==> src/rtl/multicycle_controller.sv <==
// multicycle_controller: FETCH/DECODE/EXEC/MEM/WB control FSM for the RV32I
// multi-cycle core. It drives every datapath enable and select from the current
// state and the latched opcode. It also enforces a memory-wait timeout and
// halts in TRAP on an illegal opcode or a bus timeout.
//
// Handshake: mem_req is held high while the FSM waits in FETCH or MEM. A request
// completes on the first rising edge at which mem_ready is high. mem_ready is
// ignored in all other states.
//
// Optional build macro PERF_CNT_EN adds the cycle_cnt and instret_cnt outputs.
module multicycle_controller #(
  parameter int MEM_TIMEOUT = 15,
  parameter int CNT_W       = 4
) (
  input  logic       clk,
  input  logic       rst,
  input  logic [6:0] opcode,
  input  logic [2:0] funct3,
  input  logic       branch_taken,
  input  logic       mem_ready,
  output logic       pc_write,
  output logic       pc_src,
  output logic       ir_write,
  output logic       mem_req,
  output logic       mem_we,
  output logic       reg_write,
  output logic [1:0] result_src,
  output logic       alu_src_a,
  output logic       alu_src_b,
  output logic [1:0] alu_op,
  output logic [2:0] state,
  output logic       retire,
  output logic       trap,
  output logic [1:0] trap_cause
`ifdef PERF_CNT_EN
  ,
  output logic [31:0] cycle_cnt,
  output logic [31:0] instret_cnt
`endif
);

  typedef enum logic [2:0] {
    FETCH  = 3'd0,
    DECODE = 3'd1,
    EXEC   = 3'd2,
    MEM    = 3'd3,
    WB     = 3'd4,
    TRAP   = 3'd5
  } state_t;

  localparam logic [6:0] OP_R      = 7'b0110011;
  localparam logic [6:0] OP_I      = 7'b0010011;
  localparam logic [6:0] OP_LOAD   = 7'b0000011;
  localparam logic [6:0] OP_STORE  = 7'b0100011;
  localparam logic [6:0] OP_BRANCH = 7'b1100011;
  localparam logic [6:0] OP_JAL    = 7'b1101111;
  localparam logic [6:0] OP_JALR   = 7'b1100111;
  localparam logic [6:0] OP_LUI    = 7'b0110111;
  localparam logic [6:0] OP_AUIPC  = 7'b0010111;

  localparam logic [CNT_W-1:0] TIMEOUT_VAL = CNT_W'(MEM_TIMEOUT);

  state_t           state_q, state_d;
  logic             run_q;       // low during reset and for the first edge after it
  logic [CNT_W-1:0] wait_cnt;
  logic [1:0]       cause_d;
  logic             timeout_hit;

  // funct3 is decoded by the datapath ALU control, not by this FSM.
  logic unused_funct3;
  assign unused_funct3 = ^funct3;

  assign state       = state_q;
  assign trap        = (state_q == TRAP);
  assign timeout_hit = (wait_cnt == TIMEOUT_VAL);

  // State register, start-up flag, wait counter and trap cause capture
  always_ff @(posedge clk or negedge rst) begin
    if (!rst) begin
      state_q    <= FETCH;
      run_q      <= 1'b0;
      wait_cnt   <= '0;
      trap_cause <= 2'b00;
    end else begin
      run_q   <= 1'b1;
      state_q <= state_d;
      if (state_d != state_q || mem_ready)
        wait_cnt <= '0;
      else if (run_q && (state_q == FETCH || state_q == MEM))
        wait_cnt <= wait_cnt + CNT_W'(1);
      if (state_d == TRAP && state_q != TRAP)
        trap_cause <= cause_d;
    end
  end

  // Next-state and strobe decode from current state and opcode
  always_comb begin
    state_d    = state_q;
    cause_d    = 2'b00;
    pc_write   = 1'b0;
    pc_src     = 1'b0;
    ir_write   = 1'b0;
    mem_req    = 1'b0;
    mem_we     = 1'b0;
    reg_write  = 1'b0;
    result_src = 2'b00;
    alu_src_a  = 1'b0;
    alu_src_b  = 1'b0;
    alu_op     = 2'b00;
    retire     = 1'b0;
    if (run_q) begin
      case (state_q)
        FETCH: begin
          mem_req = 1'b1;
          if (mem_ready) begin
            ir_write = 1'b1;
            pc_write = 1'b1;
            state_d  = DECODE;
          end else if (timeout_hit) begin
            state_d = TRAP;
            cause_d = 2'b10;
          end
        end
        DECODE: begin
          case (opcode)
            OP_R, OP_I, OP_LOAD, OP_STORE, OP_BRANCH,
            OP_JAL, OP_JALR, OP_LUI, OP_AUIPC: state_d = EXEC;
            default: begin
              state_d = TRAP;
              cause_d = 2'b01;
            end
          endcase
        end
        EXEC: begin
          case (opcode)
            OP_R: begin
              alu_op  = 2'b10;
              state_d = WB;
            end
            OP_I: begin
              alu_op    = 2'b10;
              alu_src_b = 1'b1;
              state_d   = WB;
            end
            OP_LOAD, OP_STORE: begin
              alu_src_b = 1'b1;
              state_d   = MEM;
            end
            OP_BRANCH: begin
              alu_op   = 2'b01;
              pc_write = branch_taken;
              pc_src   = 1'b1;
              retire   = 1'b1;
              state_d  = FETCH;
            end
            OP_JAL: begin
              alu_src_a = 1'b1;
              alu_src_b = 1'b1;
              pc_write  = 1'b1;
              pc_src    = 1'b1;
              state_d   = WB;
            end
            OP_JALR: begin
              alu_src_b = 1'b1;
              pc_write  = 1'b1;
              pc_src    = 1'b1;
              state_d   = WB;
            end
            OP_AUIPC: begin
              alu_src_a = 1'b1;
              alu_src_b = 1'b1;
              state_d   = WB;
            end
            OP_LUI: state_d = WB;
            default: begin
              state_d = TRAP;
              cause_d = 2'b01;
            end
          endcase
        end
        MEM: begin
          mem_req = 1'b1;
          mem_we  = (opcode == OP_STORE);
          if (mem_ready) begin
            if (opcode == OP_STORE) begin
              retire  = 1'b1;
              state_d = FETCH;
            end else begin
              state_d = WB;
            end
          end else if (timeout_hit) begin
            state_d = TRAP;
            cause_d = 2'b10;
          end
        end
        WB: begin
          reg_write = 1'b1;
          retire    = 1'b1;
          state_d   = FETCH;
          case (opcode)
            OP_LOAD:         result_src = 2'b01;
            OP_JAL, OP_JALR: result_src = 2'b10;
            OP_LUI:          result_src = 2'b11;
            default:         result_src = 2'b00;
          endcase
        end
        TRAP: state_d = TRAP;
        default: state_d = FETCH;
      endcase
    end
  end

`ifdef PERF_CNT_EN
  // Free-running cycle and retired-instruction counters; cycle count freezes in TRAP
  always_ff @(posedge clk or negedge rst) begin
    if (!rst) begin
      cycle_cnt   <= 32'd0;
      instret_cnt <= 32'd0;
    end else begin
      if (state_q != TRAP)
        cycle_cnt <= cycle_cnt + 32'd1;
      if (retire)
        instret_cnt <= instret_cnt + 32'd1;
    end
  end
`endif

endmodule

==> config.mk <==
export PLATFORM = sky130hd
export DESIGN_NAME = multicycle_controller
export DESIGN_NICKNAME = d
export VERILOG_FILES = /design/src/rtl/multicycle_controller.sv
export SDC_FILE = /design/constraint.sdc
export NUM_CORES = 1
export LEC_CHECK = 0
export BUFFER_PORTS_ARGS = -buffer_cell sky130_fd_sc_hd__buf_2
export CORE_MARGIN = 2
export CORE_UTILIZATION = 53
export CTS_BUF_LIST = sky130_fd_sc_hd__clkbuf_8
export CTS_CLUSTER_SIZE = 16
export DETAILED_ROUTE_END_ITERATION = 8
export HOLD_SLACK_MARGIN = 0.02
export PLACE_DENSITY = 0.8
export SLEW_MARGIN = 15
export SYNTH_ARGS = -nofsm -noshare
export SYNTH_HDL_FRONTEND = slang
export SYNTH_SLANG_ARGS = --single-unit
export TNS_END_PERCENT = 20
==> constraint.sdc <==
create_clock -name clk -period 2.5 [get_ports clk]
set_clock_uncertainty 0.1 [all_clocks]
set_input_delay 0.5 -clock clk [delete_from_list [all_inputs] [get_ports clk]]
set_output_delay 0.5 -clock clk [all_outputs]
set_load 0.01 [all_outputs]
# --- Yosys cells after proc, flatten, opt, wreduce, memory -nomap -nowiden ---
# Cells that the tools add are included.
totals:
  in_bits: 14
  rom_bits: 0
  elab_cells: 86
  mem_count: 0
  latch_bits: 0
  regBits: 10
  out_inout_bits: 19
  ram_bits: 0
op_classes:
  shift: 0
  muxes: 47
  multipliers: 0
  n_eq_ne: 18
  div_mod_pow: 0
  magnitude_cmp: 0
  addsub: 1
  reduce_logical: 16
  bitwise: 0
op_table:
  columns: ["op", "count"]
  rows:
  - ["1-bit 2-to-1 mux", 24]
  - ["7-bit by 6-bit equality test with 1-bit output (second input constant)", 3]
  - ["7-bit equality test (second input constant)", 3]
  - ["3-bit 2-to-1 mux", 6]
  - ["3-bit one-hot mux with 5 select lines", 1]
  - ["7-bit by 5-bit equality test with 1-bit output (second input constant)", 2]
  - ["2-bit 2-to-1 mux", 7]
  - ["2-bit OR reduction", 6]
  - ["6-bit OR reduction", 2]
  - ["3-bit equality test (second input constant)", 3]
  - ["3-bit one-hot mux with 3 select lines", 1]
  - ["9-bit OR reduction", 1]
  - ["4-bit 2-to-1 mux", 2]
  - ["2-bit one-hot mux with 2 select lines", 2]
  - ["7-bit by 2-bit equality test with 1-bit output (second input constant)", 1]
  - ["3-bit by 2-bit equality test with 1-bit output (second input constant)", 2]
  - ["2-bit one-hot mux with 3 select lines", 1]
  - ["4-bit by 1-bit adder with 4-bit output (second input constant)", 1]
  - ["4-bit equality test (second input constant)", 1]
  - ["1-bit one-hot mux with 2 select lines", 2]
  - ["3-bit by 1-bit equality test with 1-bit output (second input constant)", 1]
  - ["3-bit logical NOT", 1]
  - ["3-bit != test", 1]
  - ["3-bit != test (second input constant)", 1]
  - ["5 further kinds", 7]

# --- Logic depth before layout (Yosys ltp) ---
# Gate-level depths: netlist (run 1).
depth:
  ltp_word: 8
  depth_mapped: 7
  depth_no_buf: 7

# --- Worst setup path after synthesis (run 1) ---
# Ideal clock, no wire load.
synth_timing:
  path_kind: "input port to output port"
  startpoint: "in opcode[2]"
  endpoint: "out pc_write"
  slack_ns: 0.110
  required_ns: 1.900
  arrival_time_ns: 1.790
  n_path_buf: 1
  cell_stages: 6
  cell_sequence: "or2_0 > clkbuf_1 > or2_2 > nor3_1 > nand2_1 > nand2_1"
synth_via:
  elab_chain_len: 5
  elab_cells_between_ends: 7
  cone_classes: "eq/ne: 3; mux: 3; reduce/logical: 1"
synth_rtl:
  columns: ["item", "line_no", "source"]
  rows:
  - ["start, declared", "17", "input logic [6:0] opcode,"]
  - ["7-bit equality test", "135", "case (opcode)"]
  - ["2-bit OR reduction (no source line)", null, null]
  - ["1-bit one-hot mux with 2 select lines *", "135", null]
  - ["1-bit one-hot mux with 2 select lines *", "112", "case (state_q)"]
  - ["1-bit 2-to-1 mux *", "111", "if (run_q) begin"]
  - ["end, declared", "21", "output logic pc_write,"]
# Mark *: on every way between the ends. The rest lies on a longest branch, timed or not.

# --- Final worst setup path (run 1) ---
layout_timing:
  startpoint: "reg state_q[2] (netlist: state[2])"
  endpoint: "out alu_src_a"
layout_via:
  elab_chain_len: 3
layout_rtl:
  columns: ["item", "line_no", "source"]
  rows:
  - ["start, declared", "63", "state_t state_q, state_d;"]
  - ["start signal, assigned", "86", "state_q <= state_d;"]
  - ["3-bit by 2-bit equality test with 1-bit output", "112", null]
  - ["1-bit 2-to-1 mux", "112", null]
  - ["1-bit 2-to-1 mux", "111", null]
  - ["end, declared", "28", "output logic alu_src_a,"]
# No other way between the ends.

==> metrics.csv, run 1 <==
stage,metric,value,unit
finish,final_cells,196,
global_route,grt_pass1_wl,4640,microns
logic_synthesis,synth_seq_area_share,22.7,%
power_and_ir_drop,p_leak,0.604,nW
logic_synthesis,yosys_warnings,0,
hold_path,worstHoldPathCells,2,
cts,clock_latency,0.24,ns
finish,layout.nets,185,
cts,cts_buffer_depth,2,
sta,rsz0062_at_grt,false,
cts,cts.sinks,10,
placed_design,postPlaceCellArea,1240,sq um
power_and_ir_drop,p_per_area,347,nW/um^2
setup_path,r2r_end,wait_cnt[1],
setup_path,cp_data_arrival_time,1.74,ns
logic_synthesis,synth.avg_cell_area,8.06,sq um
hold_path,hold-path-endpoint,trap_cause[1],
sta,finalCriticalPeriod,2.34,ns
finish,final_area,1320,sq um
placed_design,place_ws,0.131,ns
finish,drive_gt1_share,32.0,%
placed_design,dp_hpwl,2170,microns
floorplanning,die_h,49.7,microns
logic_synthesis,synthMuxAreaShare,0.906,%
logic_synthesis,synth_top_area_share,22.7,%
placed_design,portBuffers,29,
floorplanning,die_x,49.7,microns
setup_path,crit_fanout,4,
sta,clock.fmax,0.428,GHz
setup_path,cp_top_family,simple AND/OR/NAND/NOR gates,
hold_path,hold_start,trap_cause[1],
finish,diodes,0,
placed_design,dp_cells,191,
global_route,grt_pass1_vias,1040,
logic_synthesis,synth_cells,137,
logic_synthesis,synthTopCellsByArea,"dfrtp_1 (23%), nand2_1 (5.4%), buf_6 (4.1%)",
logic_synthesis,synthArstFlopShare,100,%
drt,dr.pass1.iters,4,
logic_synthesis,yosysTopAreaCell,dfrtp_1,
sta,hold_viol,0,
drt,wl_per_cell,14.3,microns
global_route,grtUsageTotal,23.9,%
drt,drt_wl_total,2790,microns
drt,drt-initial-drc-count,41,
logic_synthesis,synth_compound_area_share,24.0,%
cts,h-tree-depth,1,
floorplanning,start_util,56.3,%
logic_synthesis,syn-num-nets,152,
logic_synthesis,synth_edf_count,0,
finish,layout_common_cells,"buf_2 (29), nand2_1 (16), nor2_1 (12), dfrtp_1 (10)",
logic_synthesis,ys.flop_type,dfrtp_1,
setup_path,criticalPathCategory,reg -> out,
setup_path,r2r_setup_slack,0.44,ns
floorplanning,design.portCount,33,
setup_path,slowest_stage,dfrtp_1,
power_and_ir_drop,p_total,0.458,mW
finish,final_common_cell,buf_2,
sta,finalCritPeriodShare,93.4,%
flow_run,drv_cap,0,
setup_path,r2r_start,state[0],
sta,maxSlewViolCount,0,
logic_synthesis,yosys.area_share.simple,37.8,%
cts,clkTransAtPathRegs,0.05,ns
cts,post_cts_buffers,0,
hold_path,hold_class,reg -> reg,
global_route,grt_max_degree,15,
setup_path,required,1.90,ns
drt,viasPerCell,5.90,
sta,setup_violations,0,
placed_design,place_congestion,0.960,
global_route,grt_antenna_before_repair,0,
logic_synthesis,synth_xor_area_share,3.17,%
logic_synthesis,syn-cell-area,1100,sq um
sta,setup_tns,0,ns
drt,drc_errors,0,
setup_path,r2r.worst_path.cells,7,
drt,antenna_left,0,
drt,dr_total_vias,1156,
logic_synthesis,synth_top_family_by_area,simple AND/OR/NAND/NOR gates,
global_route,overflow,0,
setup_path,crit_buf_inv,1,
setup_path,cp-start-kind,register,
cts,cts_tree,built,
logic_synthesis,ys_ff_latch,10,
power_and_ir_drop,ir_drop,0.000472,V
floorplanning,placementRows,16,
sta,worst_slack,0.164,ns
finish,area_growth,19.5,%
setup_path,end_kind,output port,
cts,cts-root-buf,clkbuf_8,
logic_synthesis,synth_adder_area_share,1.13,%
setup_path,max_stage_delay,0.39,ns
cts,cts_made_buffers,3,
floorplanning,coreArea,1960,sq um
setup_path,crit_chain,"nor3b_2, nand2_1, nor2_1, and3_1, buf_2",
floorplanning,dieArea,2470,sq um
status,status,"complete, no violations",
logic_synthesis,synth_cell_type_count,59,
==> cell type report <==
type,count,area (sq um)
clock buffers,4,55.1
fillers,188,642
inverters,5,18.8
multi-input cells,113,754
flip-flops and latches,10,250
well taps,27,33.8
repair buffers,37,208
==> timing repair <==
item                                    4_1_cts  5_1_grt
gates resized for setup                       1        1
endpoints found under the hold margin         6        0
endpoints found under the setup margin        3        2
hold buffers                                  1        0
==> metal layers <==
layer	global-route usage, %	part of all wire [%]	vias up
li1	-	-	570
met1	31.1	42	532
met2	40.7	50	52
met3	6.67	7.7	2
met4	2.78	0.43	0
met5	0	0	-
==> tightest hold or removal path, cell delays in order (launching register included) <==
cell	delay [ns]
dfrtp_1	0.37
inv_1	0.06
a22oi_1	0.06
==> cells by family after synthesis <==
family	Yosys count
mux	1
compound gates	34
simple gates	72
flops	10
fa+ha+maj	1
other cells	1
buf+inv	14
xor+xnor	4
==> per-stage QoR <==
stage	hold slack [ns]	util (%)
finish	0.427	67.3
global route	0.438	67.3
CTS	0.425	67.0
detailed placement	0.272	63.5
global placement	0.263	63.5
floorplan	0.104	-
==> state kept, by name, summed over array words and instances (netlist names) <==
signal,count
state,3
trap_cause,2
wait_cnt,4
run_q,1
==> synthesized netlist by cell type (2+ instances only) <==
cell type	instances
o21ai_0	5
nand2_1	16
nor4_1	2
dfrtp_1	10
or3b_1	3
nor2_1	12
or2_2	2
o21a_1	2
and3_1	2
inv_1	5
or2b_1	2
a21oi_1	3
o211ai_1	2
nand4_1	3
o31ai_1	2
clkbuf_8	2
nor3_1	8
nand4bb_1	2
buf_4	2
xor2_1	3
buf_6	4
nand3_1	6
or2b_2	2
o22ai_1	2
==> power by group <==
part	leakage, nW	internal, mW	switching, mW
sequential	0.122	0.171	0.00704
clock	0.0288	0.138	0.0620
combinational	0.453	0.0343	0.0450
total	0.604	0.344	0.114
==> how the worst max path moves through the flow <==
stage,startpoint,end,slack (ns),cells past startpoint
after CTS,state[2],retire,0.11,6
final,state[2],alu_src_a,0.16,5
after global routing,state[2],retire,0.05,6
after global placement,opcode[2],retire,0.13,7
after floorplan,opcode[2],pc_write,0.11,6
after detailed placement,opcode[2],retire,0.13,7
Power figures use the tool's default switching activity.
==> inputs of run 2 (changes only) <==
--- a/config.mk
+++ b/config.mk
@@ -6,13 +6,14 @@
 export NUM_CORES = 1
 export LEC_CHECK = 0
 export BUFFER_PORTS_ARGS = -buffer_cell sky130_fd_sc_hd__buf_2
-export CORE_MARGIN = 2
+export CORE_MARGIN = 4
 export CORE_UTILIZATION = 53
 export CTS_BUF_LIST = sky130_fd_sc_hd__clkbuf_8
 export CTS_CLUSTER_SIZE = 16
 export DETAILED_ROUTE_END_ITERATION = 8
 export HOLD_SLACK_MARGIN = 0.02
 export PLACE_DENSITY = 0.8
+export RECOVER_POWER = 100
 export SLEW_MARGIN = 15
 export SYNTH_ARGS = -nofsm -noshare
 export SYNTH_HDL_FRONTEND = slang
==> run 2 against run 1 <==
Net effect: final area down 4.3%; critical path depth up 3; critical endpoint is now retire; global-route usage down 0.74 points; die area up 17%.
==> metrics.csv, run 2 (synthesis gave the netlist of run 1 again) <==
stage,metric,value,unit
status,status,"complete, no violations",
setup_path,crit_chain,"buf_2, or2_0, or2_2, nor3_1, buf_4, nor2_1, o21ai_0, clkbuf_1",
power_and_ir_drop,p_leak,0.532,nW
placed_design,dp_cells,192,
setup_path,cp_data_arrival_time,1.74,ns
placed_design,place_congestion,0.960,
global_route,grt_pass1_wl,5050,microns
sta,hold_viol,0,
floorplanning,die_x,53.7,microns
floorplanning,placementRows,16,
cts,cts-root-buf,clkbuf_8,
global_route,grtUsageTotal,23.2,%
finish,layout_common_cells,"nand2_1 (16), clkbuf_1 (16), buf_2 (14), nor2_1 (12), dfrtp_1 (10)",
power_and_ir_drop,p_per_area,328,nW/um^2
floorplanning,die_h,53.7,microns
sta,worst_pin_slew,0.530,ns
setup_path,crit_fanout,4,
sta,max_slew_margin,64.7,%
setup_path,slowest_stage,or2_2,
sta,finalCritPeriodShare,93.5,%
setup_path,max_stage_delay,0.32,ns
placed_design,dp_hpwl,2280,microns
sta,finalCriticalPeriod,2.34,ns
global_route,grt_max_degree,15,
finish,final_area,1260,sq um
placed_design,place_ws,0.178,ns
cts,clkTransAtPathRegs,0.05,ns
finish,drive_gt1_share,20.2,%
cts,cts_buffer_depth,2,
sta,setup_violations,0,
drt,drt-initial-drc-count,25,
finish,final_cells,195,
drt,dr_total_vias,1185,
setup_path,r2r_setup_slack,0.32,ns
finish,top_register,wait_cnt,
sta,worst_slack,0.162,ns
setup_path,criticalPathCategory,in -> out,
hold_path,hold_class,in -> async,
global_route,overflow,0,
power_and_ir_drop,p_total,0.415,mW
drt,drt_wl_total,2900,microns
drt,viasPerCell,6.08,
power_and_ir_drop,ir_drop,0.000375,V
drt,wl_per_cell,14.9,microns
sta,setup_tns,0,ns
cts,cts_made_buffers,3,
finish,area_growth,14.4,%
setup_path,cp-start-kind,primary input,
cts,cts_tree,built,
finish,diodes,0,
floorplanning,design.portCount,33,
setup_path,required,1.90,ns
flow_run,drv_cap,0,
global_route,grt_pass1_vias,1182,
setup_path,end_kind,output port,
floorplanning,start_util,56.3,%
drt,antenna_left,0,
placed_design,portBuffers,29,
sta,rsz0062_at_grt,false,
finish,largest_reg_flops,4,
placed_design,postPlaceCellArea,1250,sq um
floorplanning,dieArea,2880,sq um
global_route,grt_antenna_before_repair,0,
setup_path,crit_buf_inv,3,
drt,drc_errors,0,
sta,maxSlewViolCount,0,
cts,clock_latency,0.23,ns
floorplanning,coreArea,1960,sq um
sta,clock.fmax,0.428,GHz
setup_path,cp_top_family,simple AND/OR/NAND/NOR gates,
cts,h-tree-depth,1,
cts,cts.sinks,10,
finish,layout.nets,185,
drt,dr.pass1.iters,4,
[run 2: cell types whose count changed in the layout (fill, tap and decap cells not counted), sizes merged]
cell,before,now
buf,36,21
clkbuf,4,19
dlygate4sd3,1,0
[run 2: through the flow]
stage	util (%)	hold slack [ns]
6_report	64.4	0.117
5_1_grt	64.4	0.158
4_1_cts	65.9	0.0216
3_5_place_dp	63.8	0.270
3_3_place_gp	63.8	0.263
2_1_floorplan	-	0.104
[run 2: repair_timing]
item | in CTS | in global routing
hold buffers | 0 | 0
gates resized for setup | 0 | 1
buffers inserted | 0 | 0
endpoints found under the setup margin | 0 | 5
[run 2: final cells by class]
cell class                 count  area, sq um
multi-input combinational    113          737
fill                         193          698
sequential                    10          250
timing repair buffer          37          183
clock buffer                   3         41.3
tap                           27         33.8
inverter                       5         18.8
[run 2: power breakdown]
| group | total [mW] | internal, mW | switching, mW |
|---|---|---|---|
| Clock | 0.162 | 0.105 | 0.0573 |
| Sequential | 0.178 | 0.171 | 0.00676 |
| Combinational | 0.0748 | 0.0298 | 0.0450 |
| Total | 0.415 | 0.306 | 0.109 |
[run 2: path summary, 6_finish.rpt]
kind,startpoint,endpoint,cells after the start
worst max-delay path,opcode[2],retire,8
worst min-delay path,rst,trap_cause[1],1
worst max register to register,state[0],wait_cnt[1],7
worst min register to register,trap_cause[1],trap_cause[1],2
max in group asynchronous,rst,wait_cnt[3],1
min in group clk,trap_cause[1],trap_cause[1],2
[run 2: worst reg2reg max path, stage by stage (launching register included)]
cell and delay (ns):
dfrtp_1 0.38, buf_4 0.18, and2b_1 0.24, a2111oi_0 0.50
o2bb2ai_1 0.23, a211o_1 0.19, a21oi_4 0.07, nor3_1 0.20
[run 2: layer usage]
| metal | vias to the layer above | track usage [%] | routed length [microns] |
|---|---|---|---|
| met2 | 57 | 38.8 | 1410 |
| met5 | - | 0 | 0 |
| li1 | 566 | - | - |
| met1 | 558 | 29.5 | 1250 |
| met4 | 0 | 7.23 | 26 |
| met3 | 4 | 5.26 | 213 |
==> inputs of run 3 (changes only) <==
--- a/config.mk
+++ b/config.mk
@@ -12,7 +12,7 @@
 export CTS_CLUSTER_SIZE = 16
 export DETAILED_ROUTE_END_ITERATION = 8
 export HOLD_SLACK_MARGIN = 0.02
-export PLACE_DENSITY = 0.8
+export PLACE_DENSITY = 0.88
 export RECOVER_POWER = 100
 export SLEW_MARGIN = 15
 export SYNTH_ARGS = -nofsm -noshare
==> run 3 against run 2 <==
Net effect: maximum frequency rose by 0.37%; clock-buffer cell count did not move; setup slack improved by 0.0086 ns; final cell count fell by 0.51%; largest power group unchanged.
==> metrics.csv, run 3 (synthesis gave the netlist of run 1 again) <==
stage,metric,value,unit
status,status,"complete, no violations",
setup_path,criticalPathCategory,in -> out,
drt,wl_per_cell,14.9,microns
finish,final_common_cell,nand2_1,
cts,clkTransAtPathRegs,0.04,ns
drt,antenna_left,0,
finish,largest_reg_flops,4,
setup_path,crit_fanout,2,
setup_path,cp-start-kind,primary input,
sta,timing.hold.ws,0.114,ns
floorplanning,coreArea,1960,sq um
finish,final_area,1260,sq um
global_route,grt_pass1_vias,1094,
finish,area_growth,14.5,%
cts,clock_latency,0.23,ns
setup_path,cp_top_family,simple AND/OR/NAND/NOR gates,
floorplanning,start_util,56.3,%
power_and_ir_drop,p_leak,0.536,nW
setup_path,crit_buf_inv,2,
sta,setup_tns,0,ns
cts,holdBufCountCts,0,
drt,drt_wl_total,2900,microns
sta,setup_violations,0,
sta,finalCriticalPeriod,2.33,ns
setup_path,cp_data_arrival_time,1.73,ns
cts,cts_tree,built,
setup_path,end_kind,output port,
finish,drive_gt1_share,21.6,%
sta,worst_pin_slew,0.503,ns
sta,rsz0062_at_grt,false,
sta,hold_viol,0,
sta,maxSlewViolCount,0,
drt,dr.pass1.iters,4,
floorplanning,die_h,53.7,microns
cts,cts.sinks,10,
finish,fill_cells,196,
sta,max_slew_margin,65.6,%
floorplanning,placementRows,16,
floorplanning,die_x,53.7,microns
sta,clock.fmax,0.429,GHz
finish,multi_input_area,743,sq um
global_route,overflow,0,
finish,diodes,0,
cts,h-tree-depth,1,
drt,drt-initial-drc-count,36,
setup_path,max_stage_delay,0.34,ns
setup_path,crit_chain,"buf_2, or2_0, or2_2, nor2_1, nand3_1, o21ai_0, buf_2",
placed_design,dp_hpwl,2190,microns
finish,layout.nets,184,
drt,drc_errors,0,
finish,top_register,wait_cnt,
power_and_ir_drop,p_total,0.417,mW
global_route,grt_pass1_wl,4690,microns
global_route,grtUsageTotal,22.2,%
flow_run,drv_cap,0,
hold_path,hold_class,in -> async,
setup_path,r2r_setup_slack,0.21,ns
cts,cts_buffer_depth,2,
placed_design,postPlaceCellArea,1240,sq um
setup_path,slowest_stage,or2_2,
placed_design,portBuffers,29,
global_route,grt_max_degree,15,
drt,dr_total_vias,1178,
setup_path,required,1.90,ns
finish,layout_common_cells,"nand2_1 (16), buf_2 (15), clkbuf_1 (14), nor2_1 (12), dfrtp_1 (10)",
cts,cts_made_buffers,3,
placed_design,dp_cells,191,
placed_design,place_congestion,0.944,
power_and_ir_drop,p_per_area,330,nW/um^2
cts,cts-root-buf,clkbuf_8,
drt,viasPerCell,6.07,
floorplanning,dieArea,2880,sq um
setup_path,crit_path_frequent_cell,buf_2,
floorplanning,design.portCount,33,
finish,regArea,250,sq um
global_route,grt_antenna_before_repair,0,
finish,final_cells,194,
sta,finalCritPeriodShare,93.2,%
power_and_ir_drop,ir_drop,0.000420,V
run 3: layout make-up:
class,count,share of cell area [%]
clock buffer,3,3.26
inverter,5,1.48
timing repair buffer,36,14.0
sequential,10,19.8
tap,27,2.67
multi-input combinational,113,58.8
run 3: final timing paths:
| path | from | to | cells past startpoint |
|---|---|---|---|
| min in group clk | trap_cause[0] | trap_cause[0] | 2 |
| hold reg to reg | trap_cause[0] | trap_cause[0] | 2 |
| hold / removal | rst | state[1] | 1 |
| setup reg to reg | state[0] | wait_cnt[2] | 7 |
| setup / recovery | opcode[2] | retire | 7 |
| max in group asynchronous | rst | wait_cnt[0] | 1 |
run 3: worst reg2reg max path: stages (launching register included):
cell and delay, ns:
dfrtp_1 0.37, clkbuf_1 0.24, and2b_1 0.30, a2111oi_0 0.51, o2bb2ai_1 0.22, nand2_1 0.13, a21oi_4 0.20, nor3_1 0.08
run 3: repair_timing:
action                                  4_1_cts  5_1_grt
endpoints found under the setup margin        0        2
resized for setup                             0        1
setup buffers                                 0        0
run 3: stage by stage:
| step | utilization, % | worst slack, ns |
|---|---|---|
| after floorplan | - | 0.110 |
| after global placement | 63.5 | 0.153 |
| after detailed placement | 63.5 | 0.128 |
| after CTS | 65.6 | 0.118 |
| after global routing | 64.5 | 0.0280 |
| final | 64.5 | 0.171 |
run 3: per-layer routing:
layer  global-route usage [%]  vias up  share of wire [%]  routed length (microns)
li1                         -      565                  -                        -
met1                     26.8      547                 40                     1160
met5                        0        -                  0                        0
met4                     5.11        0               0.90                       26
met3                     4.71        4                 10                      290
met2                     39.8       62                 49                     1420
run 3: report_power, final:
part,leakage [nW],switching (mW),total (mW),internal [mW]
sequential,0.122,0.00712,0.178,0.171
clock,0.0216,0.0559,0.161,0.105
combinational,0.392,0.0472,0.0781,0.0309
